===== config.mk =====
export PLATFORM = sky130hd
export DESIGN_NAME = pmp_check_arbiter
export DESIGN_NICKNAME = d
export VERILOG_FILES = /design/src/rtl/pmp_check_arbiter.sv
export SDC_FILE = /design/constraint.sdc
export NUM_CORES = 1
export LEC_CHECK = 0
export BUFFER_PORTS_ARGS = -buffer_cell sky130_fd_sc_hd__clkbuf_2
export CAP_MARGIN = 20
export CORE_ASPECT_RATIO = 1.5
export CORE_MARGIN = 2
export CORE_UTILIZATION = 50
export DETAILED_ROUTE_END_ITERATION = 12
export GPL_ROUTABILITY_DRIVEN = 1
export PLACE_DENSITY_LB_ADDON = 0.1
export REMOVE_ABC_BUFFERS = 1
export SLEW_MARGIN = 20
export SYNTH_ARGS = -nofsm -noshare
export SYNTH_HDL_FRONTEND = slang
export SYNTH_SLANG_ARGS = --single-unit

===== constraint.sdc =====
create_clock -name clk_i -period 4.33 [get_ports clk_i]
set_clock_uncertainty 0.2 [all_clocks]
set_input_delay 0.866 -clock clk_i [delete_from_list [all_inputs] [get_ports clk_i]]
set_output_delay 0.866 -clock clk_i [all_outputs]
set_load 0.005 [all_outputs]

===== src/rtl/pmp_check_arbiter.sv =====
// Round-robin arbiter sharing one combinational PMP checker between the AR and AW paths.
// Each check takes three cycles: request handshake, one checker cycle, then the response.
module pmp_check_arbiter #(
  parameter int unsigned PLEN  = 34,
  parameter int unsigned CNT_W = 16
) (
  input  logic             clk_i,
  input  logic             rst_ni,
  input  logic             rd_req_valid_i,
  output logic             rd_req_ready_o,
  input  logic [PLEN-1:0]  rd_addr_i,
  input  logic [1:0]       rd_priv_lvl_i,
  output logic             rd_resp_valid_o,
  input  logic             rd_resp_ready_i,
  output logic             rd_allow_o,
  input  logic             wr_req_valid_i,
  output logic             wr_req_ready_o,
  input  logic [PLEN-1:0]  wr_addr_i,
  input  logic [1:0]       wr_priv_lvl_i,
  output logic             wr_resp_valid_o,
  input  logic             wr_resp_ready_i,
  output logic             wr_allow_o,
  output logic [PLEN-1:0]  pmp_addr_o,
  output logic [2:0]       pmp_access_type_o,
  output logic [1:0]       pmp_priv_lvl_o,
  input  logic             pmp_allow_i,
  output logic [CNT_W-1:0] deny_cnt_o,
  output logic             busy_o
);

  localparam logic [1:0] IDLE  = 2'd0;
  localparam logic [1:0] CHECK = 2'd1;
  localparam logic [1:0] RESP  = 2'd2;

  localparam logic OWN_RD = 1'b0;
  localparam logic OWN_WR = 1'b1;

  localparam logic [2:0] ACCESS_READ  = 3'b001;
  localparam logic [2:0] ACCESS_WRITE = 3'b010;

  logic [1:0]       state_q, state_d;
  logic             owner_q, owner_d;
  logic             last_q, last_d;
  logic [PLEN-1:0]  addr_q, addr_d;
  logic [1:0]       priv_q, priv_d;
  logic             allow_q, allow_d;
  logic [CNT_W-1:0] cnt_q, cnt_d;
  logic             rd_gnt, wr_gnt;

  always_comb begin
    state_d           = state_q;
    owner_d           = owner_q;
    last_d            = last_q;
    addr_d            = addr_q;
    priv_d            = priv_q;
    allow_d           = allow_q;
    cnt_d             = cnt_q;
    rd_gnt            = 1'b0;
    wr_gnt            = 1'b0;
    rd_resp_valid_o   = 1'b0;
    wr_resp_valid_o   = 1'b0;
    rd_allow_o        = 1'b0;
    wr_allow_o        = 1'b0;
    pmp_addr_o        = '0;
    pmp_access_type_o = '0;
    pmp_priv_lvl_o    = '0;

    case (state_q)
      IDLE: begin
        // On a tie the channel that did not win last time is granted.
        rd_gnt = rd_req_valid_i & (~wr_req_valid_i | (last_q == OWN_WR));
        wr_gnt = wr_req_valid_i & (~rd_req_valid_i | (last_q == OWN_RD));
        if (rd_gnt) begin
          owner_d = OWN_RD;
          last_d  = OWN_RD;
          addr_d  = rd_addr_i;
          priv_d  = rd_priv_lvl_i;
          state_d = CHECK;
        end else if (wr_gnt) begin
          owner_d = OWN_WR;
          last_d  = OWN_WR;
          addr_d  = wr_addr_i;
          priv_d  = wr_priv_lvl_i;
          state_d = CHECK;
        end
      end
      CHECK: begin
        pmp_addr_o        = addr_q;
        pmp_priv_lvl_o    = priv_q;
        pmp_access_type_o = (owner_q == OWN_WR) ? ACCESS_WRITE : ACCESS_READ;
        allow_d           = pmp_allow_i;
        if (!pmp_allow_i && (cnt_q != '1)) begin
          cnt_d = cnt_q + CNT_W'(1);
        end
        state_d = RESP;
      end
      RESP: begin
        if (owner_q == OWN_WR) begin
          wr_resp_valid_o = 1'b1;
          wr_allow_o      = allow_q;
          if (wr_resp_ready_i) state_d = IDLE;
        end else begin
          rd_resp_valid_o = 1'b1;
          rd_allow_o      = allow_q;
          if (rd_resp_ready_i) state_d = IDLE;
        end
      end
      default: state_d = IDLE;
    endcase
  end

  // Readies are masked while reset is held so every output reads 0 in reset.
  assign rd_req_ready_o = rd_gnt & rst_ni;
  assign wr_req_ready_o = wr_gnt & rst_ni;
  assign deny_cnt_o     = cnt_q;
  assign busy_o         = (state_q != IDLE);

  always_ff @(posedge clk_i or negedge rst_ni) begin
    if (!rst_ni) begin
      state_q <= IDLE;
      owner_q <= OWN_RD;
      last_q  <= OWN_WR;
      addr_q  <= '0;
      priv_q  <= '0;
      allow_q <= 1'b0;
      cnt_q   <= '0;
    end else begin
      state_q <= state_d;
      owner_q <= owner_d;
      last_q  <= last_d;
      addr_q  <= addr_d;
      priv_q  <= priv_d;
      allow_q <= allow_d;
      cnt_q   <= cnt_d;
    end
  end

endmodule


==> flow_summary.ini, run 1 <==
[pwr]
powerDensity_mw_per_mm2 = 593
leakage_uw = 0.00210
ir_drop_mv = 0.410

[sta]
fin_crit_sh_pct = 66.2
setup_tns_ps = 0
fin_crit_ps = 2860
rsz0062_at_grt = false
setup_viol = 0
max_slew_margin_pct = 52.1
hold_viol = 0
worst_slew_pin_slew_ps = 718
max_freq_ghz = 0.349
slew_viol_final = 0

[yosys]
synthTopCellsByCount = 56 x dfrtp_1, 45 x nor2_1, 42 x a21oi_1, 38 x and2_1, 36 x mux2i_1
ys.flop_type = dfrtp_1
synth_area_leader_cell = dfrtp_1
synthCells = 302
synth_top_area_share_pct = 46.9
synth_edf_count = 0
synth_seq_area_share_pct = 47.7
synth_area_mm2 = 0.00299
ys_ff_latch = 57
async_flop_share_pct = 100
yosysMostFrequentCell = dfrtp_1
synth_cell_types = 40
avgSynthCellArea_um2 = 9.90
yosys_warnings = 0
synthTopCellsByArea = dfrtp_1 47%, mux2i_1 12%, and2_1 7.9%, a21oi_1 7.0%, nor2_1 5.6%

[floorplanning]
die_w_um = 67.1
die_h_um = 98.7
boundaryPins = 141
start_util_pct = 51.7
fp-row-count = 34
die_area_mm2 = 0.00663
core_area_mm2 = 0.00579

[hold_path]
min_path_cells = 2
worstHoldStart = allow_q
hold_class = flop to flop
hold_path_end = allow_q

[place]
place_hpwl_um = 5210
dpl_cell_area_mm2 = 0.00372
io_buffers = 139
gp_congestion = 0.783

[detailed_routing]
ant_nets = 0
post_drt_wl_per_cell_um = 13.8
drc = 0
drtIter0Drc = 111
drt-pass1-iter-count = 4
vias = 2580
wl_um = 7080
viasPerCell = 5.03

[global_route]
grtUsageMet2_pct = 37.5
grt_usage_pct = 22.6
met3_usage_pct = 5.48
antenna_found_initial = 0
grt_max_degree = 74
overflow = 0
gr-usage-met1_pct = 27.9
grt_pass1_vias = 2418
grt_pass1_wl_um = 11200
busiest_layer = met2

[worst_setup_path]
required_ps = 3260
startpoint_type = flop
end_kind = primary output
worst-setup-path-type = flop to primary output
reg2reg_from = state_q[1]
critPathMaxFanout = 6
reg2regPathDepth = 4
cp.arrival_ps = 1800
worst-r2r-setup-slack_ps = 2210
r2r_end = deny_cnt_o[1]

[job]
max-cap-violations = 0

[cells_and_area]
diodes = 0
fin_area_mm2 = 0.00394
final_nets = 516
drive_above_1_share_pct = 38.8
areaGrowthSynthToFinish_pct = 31.7

[run_status]
status = completed

[clock_network]
htreeDepth = 3
worstSkewPairLatency_ps = 340
clk_pin_slew_ps = 60
cts_tree = built
cts_resized = 0
clk_path_buf_depth = 2
clockRootBuffer = clkbuf_8
hold_buffers = 0
cts_inserted_buffers = 9
cts_sinks = 57
cts_setup_buffers = 0
[flip-flops by register name, summed over array words and instances, names as in the netlist]
register    count
addr_q         34
allow_q         1
deny_cnt_o     16
last_q          1
owner_q         1
priv_q          2
state_q         2
[power breakdown]
| group | switching (uW) | total [uW] | internal [uW] | leakage (uW) |
|---|---|---|---|---|
| Clock | 213 | 525 | 311 | 0.000105 |
| Sequential | 154 | 905 | 751 | 0.000666 |
| Combinational | 482 | 904 | 422 | 0.00133 |
[through the flow]
stage          cells  power (uW)  util (%)  hold WS, ps  setup slack [ps]
2_1_floorplan    284        1450         -          251              -123
3_3_place_gp     497        1790      64.1          276              1650
3_5_place_dp     497        1830      64.3          277              1590
4_1_cts          513        2360      68.0          292              1210
5_1_grt          513        2530      68.1          322              1410
6_report         513        2330      68.1          288              1470
[how the worst max path moves through the flow]
| stage | from | to | slack, ps | cells after the start |
|---|---|---|---|---|
| after floorplan | wr_req_valid_i | rd_req_ready_o | -120 | 3 |
| after global placement | state_q[1] | pmp_addr_o[24] | 1650 | 3 |
| after detailed placement | state_q[0] | pmp_addr_o[26] | 1590 | 3 |
| after CTS | state_q[1] | pmp_addr_o[6] | 1210 | 3 |
| after global routing | state_q[1] | wr_req_ready_o | 1410 | 4 |
| final | state_q[1] | wr_req_ready_o | 1470 | 4 |
[worst max-delay path: stages (launching register included)]
cell	delay, ps
dfrtp_1	450
nor2_1	360
nand2_1	140
a211oi_1	340
clkbuf_2	180
[area by class of cell]
cell class / count / area (um2)
fill: 504 / 1850
timing repair buffer: 141 / 711
sequential: 57 / 1430
clock inverter: 4 / 50.0
tap: 72 / 90.1
multi-input combinational: 224 / 1480
clock buffer: 12 / 165
inverter: 3 / 11.3
[routing by layer]
layer / wire length, um / vias to the layer above / share of wire, %
met2: 3710 / 79 / 52
met3: 440 / 14 / 6.2
met5: 0 / - / 0
li1: - / 1297 / -
met1: 2780 / 1190 / 39
met4: 144 / 0 / 2.0
[cells in the final DEF (no fill, tap or decap), types with 3 or more instances in the layout]
| master | instances |
|---|---|
| clkbuf_2 | 139 |
| dfrtp_1 | 56 |
| mux2i_1 | 36 |
| inv_1 | 3 |
| clkbuf_8 | 12 |
| xor2_1 | 13 |
| nor4_1 | 4 |
| and2_1 | 38 |
| nand2_1 | 9 |
| nand3_1 | 3 |
| nor2_1 | 45 |
| a21oi_1 | 42 |
| nand4_1 | 3 |
[cell families after synthesis]
| kind of cell | share of synthesized area (%) |
|---|---|
| AOI/OAI and AO/OA | 9.46 |
| xor gates and xnor gates | 3.81 |
| adders and majority gates | 0.418 |
| buffers and inverters | 3.56 |
| DFF | 47.7 |
| muxes | 12.8 |
| other | 0.125 |
| and+or+nand+nor | 22.1 |
(Power assumes the default switching activity.)
==> inputs of run 2 (changes only) <==
--- a/config.mk
+++ b/config.mk
@@ -9,7 +9,7 @@
 export CAP_MARGIN = 20
 export CORE_ASPECT_RATIO = 1.5
 export CORE_MARGIN = 2
-export CORE_UTILIZATION = 50
+export CORE_UTILIZATION = 47
 export DETAILED_ROUTE_END_ITERATION = 12
 export GPL_ROUTABILITY_DRIVEN = 1
 export PLACE_DENSITY_LB_ADDON = 0.1
==> constraint.sdc (replaced) <==
create_clock -name clk_i -period 2.9 [get_ports clk_i]
set_clock_uncertainty 0.2 [all_clocks]
set_input_delay 0.58 -clock clk_i [delete_from_list [all_inputs] [get_ports clk_i]]
set_output_delay 0.58 -clock clk_i [all_outputs]
set_load 0.005 [all_outputs]
==> flow_summary.ini, run 2 (same netlist as run 1, synthesis figures left out) <==
[sta]
worst_slew_pin_slew_ps = 720
rsz0062_at_grt = false
fin_ws_ps = 533
setup_viol = 0
slew_viol_final = 0
hold_viol = 0
max_freq_ghz = 0.422
fin_crit_ps = 2370
max_slew_margin_pct = 52.0
fin_crit_sh_pct = 81.6
whs_ps = 206

[detailed_routing]
viasPerCell = 5.00
drtIter0Drc = 98
drt-pass1-iter-count = 4
wl_um = 7020
ant_nets = 0
drc = 0
post_drt_wl_per_cell_um = 13.5
vias = 2597

[clock_network]
hold_buffers = 0
cts_inserted_buffers = 9
worstSkewPairLatency_ps = 320
cts_tree = built
cts_resized = 0
clk_path_buf_depth = 2
cts_setup_buffers = 0
clk_pin_slew_ps = 60
htreeDepth = 3
clockRootBuffer = clkbuf_8
cts_sinks = 57

[job]
max-cap-violations = 0

[worst_setup_path]
end_kind = primary output
critPathMaxFanout = 6
required_ps = 2120
cp.arrival_ps = 1590
worst-r2r-setup-slack_ps = 860
startpoint_type = flop
path_buf_inv = 1
cp_slowest_cell = dfrtp_1
worst-setup-path-type = flop to primary output
cpLargestDelayFamily = simple AND/OR/NAND/NOR gates
path_cells = nor2_1 -> nand2_1 -> a211oi_1 -> clkbuf_2
slowest_delay_ps = 420

[cells_and_area]
final_common_cell = clkbuf_2
regArea_mm2 = 0.00143
multiInputGateArea_mm2 = 0.00147
largest-register = addr_q
diodes = 0
nFillCells = 566
areaGrowthSynthToFinish_pct = 31.9
largest_reg_flops = 34
final_cell_mix = 139 x clkbuf_2, 56 x dfrtp_1, 45 x nor2_1
drive_above_1_share_pct = 38.7
final_nets = 520

[pwr]
leakage_uw = 0.00212
ir_drop_mv = 0.602
total_power_uw = 3430
powerDensity_mw_per_mm2 = 870

[floorplanning]
core_area_mm2 = 0.00613
die_area_mm2 = 0.00703
die_w_um = 69.1
die_h_um = 102
start_util_pct = 48.8
fp-row-count = 35
boundaryPins = 141

[place]
post-place-ws_ps = 730
gp_congestion = 0.801
io_buffers = 139
place_hpwl_um = 5240

[global_route]
grt_pass1_wl_um = 11300
antenna_found_initial = 0
grt_pass1_vias = 2506
overflow = 0
grt_max_degree = 58
grt_usage_pct = 20.1

[run_status]
status = completed

[hold_path]
hold_class = primary input to async pin
==> run 2: cell count changes in the layout (fill, tap and decap cells not counted), sizes merged <==
cell,before,now
clkbuf,151,152
clkinvlp,2,0
clkinv,1,2
buf,2,6
==> run 2: path summary, 6_finish.rpt <==
check,start,end,depth (start not counted)
hold / removal,rst_ni,deny_cnt_o[0],2
setup / recovery,state_q[1],wr_req_ready_o,4
min in group clk_i,allow_q,allow_q,2
max in group asynchronous,rst_ni,addr_q[23],2
setup reg to reg,state_q[1],addr_q[16],5
hold reg to reg,allow_q,allow_q,2
==> run 2: through the flow <==
| step | std cells | area [um2] | TNS [ps] | util, % |
|---|---|---|---|---|
| finish | 519 | 3950 | 0 | 64.3 |
| global route | 519 | 3950 | 0 | 64.3 |
| CTS | 519 | 3950 | 0 | 64.3 |
| detailed placement | 503 | 3760 | 0 | 61.3 |
| global placement | 503 | 3760 | 0 | 61.3 |
| floorplan | 284 | 2900 | -33810 | - |
==> run 2: final cells by class <==
class / count / share of cell area [%]
multi-input cells: 224 / 37.3
flip-flops and latches: 57 / 36.2
repair buffers: 145 / 19.1
clock buffers: 13 / 3.77
well taps: 74 / 2.35
clock inverters: 3 / 1.01
inverters: 3 / 0.285
==> run 2: worst reg2reg max path, cell delays in order, from the launching register on <==
cell and delay [ps]:
dfrtp_1 420, nor2_1 310, o21a_2 560, buf_4 300, nor2_1 50, a21oi_1 120
==> run 2: metal layers <==
metal / part of all wire, % / vias up / global-route usage (%) / wire length, um
li1: - / 1310 / - / -
met1: 38 / 1206 / 21.8 / 2660
met2: 56 / 73 / 37.7 / 3900
met3: 5.2 / 8 / 4.88 / 362
met5: 0 / - / 0 / 0
met4: 1.4 / 0 / 7.84 / 98
==> run 2: where the power goes <==
part	leakage (uW)	total [uW]	internal (uW)	switching, uW
clock network	0.0000974	706	418	288
registers	0.000666	1320	1120	199
logic	0.00135	1410	664	742
==> inputs of run 3 (changes only) <==
--- a/config.mk
+++ b/config.mk
@@ -9,7 +9,7 @@
 export CAP_MARGIN = 20
 export CORE_ASPECT_RATIO = 1.5
 export CORE_MARGIN = 2
-export CORE_UTILIZATION = 47
+export CORE_UTILIZATION = 42
 export DETAILED_ROUTE_END_ITERATION = 12
 export GPL_ROUTABILITY_DRIVEN = 1
 export PLACE_DENSITY_LB_ADDON = 0.1
==> constraint.sdc (replaced) <==
create_clock -name clk_i -period 1.91 [get_ports clk_i]
set_clock_uncertainty 0.2 [all_clocks]
set_input_delay 0.382 -clock clk_i [delete_from_list [all_inputs] [get_ports clk_i]]
set_output_delay 0.382 -clock clk_i [all_outputs]
set_load 0.005 [all_outputs]
==> flow_summary.ini, run 3 (same netlist as run 1, synthesis figures left out) <==
[clock_network]
clk_path_buf_depth = 2
cts_tree = built
cts_inserted_buffers = 9
worstSkewPairLatency_ps = 340
clk_pin_slew_ps = 70
clockRootBuffer = clkbuf_8
htreeDepth = 3
hold_buffers = 0
cts_sinks = 57

[floorplanning]
die_w_um = 72.9
die_h_um = 107
start_util_pct = 43.4
die_area_mm2 = 0.00782
fp-row-count = 37
boundaryPins = 141
core_area_mm2 = 0.00690

[worst_setup_path]
reg2regPathDepth = 5
worst-r2r-setup-slack_ps = 100
critPathMaxFanout = 18
required_ps = 1330
startpoint = state_q[1]
r2r_end = deny_cnt_o[15]
end_kind = primary output
cp.arrival_ps = 1450
startpoint_type = flop
worst-setup-path-type = flop to primary output
reg2reg_from = state_q[1]

[cells_and_area]
drive_above_1_share_pct = 45.3
areaGrowthSynthToFinish_pct = 41.5
final_common_cell = clkbuf_2
largest_reg_flops = 34
largest-register = addr_q
fin_cells = 542
fin_area_mm2 = 0.00423
post-route-util_pct = 61.3
diodes = 0
final_cell_mix = 126 x clkbuf_2, 54 x dfrtp_1, 42 x a21oi_1
final_nets = 539

[run_status]
violations = negative setup slack
status = finished, violations left

[pwr]
powerDensity_mw_per_mm2 = 1350
comb_power_share_pct = 45.8
p_seq_share_pct = 34.7
net-switching-power_uw = 2050
leakage_uw = 0.00225
ir_drop_mv = 0.703
switching_share_pct = 36.0
internal-power_uw = 3660
total_power_uw = 5710
clkPwrFrac_pct = 19.5

[global_route]
grt_max_degree = 58
grt_pass1_wl_um = 11700
grt_pass1_vias = 2470
antenna_found_initial = 0
grt_usage_pct = 19.7
overflow = 0

[job]
max-cap-violations = 0

[sta]
setup_viol = 42
fin_crit_ps = 2030
slew_viol_final = 0
max_freq_ghz = 0.492
worst_slew_pin_slew_ps = 715
max_slew_margin_pct = 52.3
hold_viol = 0
fin_crit_sh_pct = 106
fin_ws_ps = -123
rsz0062_at_grt = true
whs_ps = 34.8

[detailed_routing]
ant_nets = 0
vias = 2739
drt-pass1-iter-count = 4
drc = 0
post_drt_wl_per_cell_um = 14.3
viasPerCell = 5.05
wl_um = 7750
drtIter0Drc = 137

[place]
io_buffers = 139
gp_congestion = 0.845
dp.cells = 517
dpl_cell_area_mm2 = 0.00386
place_hpwl_um = 5540

[hold_path]
hold_class = primary input to async pin
run 3: changes by cell type in the layout (fill, tap and decap cells not counted), moves of 3 or more:
cell      before  now
buf_4          5   20
clkbuf_2     139  126
buf_6          0    4
clkbuf_1       3    0
buf_2          0   10
nor4_1         4    0
nor2_1        45   40
nor2_2         0    4
nor4_2         0    4
run 3: timing repair:
action                                  CTS  global route
gates cloned                              0             1
pin swaps                                 2             4
endpoints found under the setup margin   43            50
resized for setup                         7            26
setup buffers                             2             6
run 3: how the worst max path moves through the flow:
stage	to	slack [ps]	depth (start not counted)
floorplan	addr_q[0]	-1690	4
global placement	deny_cnt_o[10]	90	5
detailed placement	deny_cnt_o[14]	110	5
CTS	pmp_addr_o[26]	-150	4
global route	pmp_addr_o[31]	-200	4
finish	pmp_addr_o[31]	-120	4
run 3: worst max-delay path: stages (launching register included):
cell	delay, ps
dfrtp_2	440
nor2b_4	210
clkbuf_16	210
and2_1	130
clkbuf_2	110
run 3: power groups by stage:
stage / sequential [uW] / combinational [uW] / clock, uW
4_1_cts: 1980 / 2440 / 1150
2_1_floorplan: 1960 / 1320 / 0
3_5_place_dp: 1990 / 2380 / 0
5_1_grt: 2060 / 2940 / 1190
6_report: 1980 / 2610 / 1110
3_3_place_gp: 1970 / 2320 / 0
run 3: routing by layer:
layer	GRT usage, %	up-vias	wire (um)
li1	-	1356	-
met4	9.66	0	184
met3	4.03	14	365
met5	0	-	0
met2	34.0	96	4090
met1	22.8	1273	3110
run 3: stage by stage:
| step | setup TNS [ps] | worst slack (ps) |
|---|---|---|
| 6_report | -3830 | -123 |
| 3_3_place_gp | 0 | 90.4 |
| 4_1_cts | -4990 | -145 |
| 2_1_floorplan | -71550 | -1690 |
| 3_5_place_dp | 0 | 110 |
| 5_1_grt | -7040 | -196 |
run 3: layout make-up:
class / instances / area, um2
clock inverters: 6 / 57.6
multi-input cells: 224 / 1540
repair buffers: 164 / 961
inverters: 3 / 11.3
well taps: 78 / 97.6
flip-flops and latches: 57 / 1430
fillers: 647 / 2670
clock buffers: 10 / 138
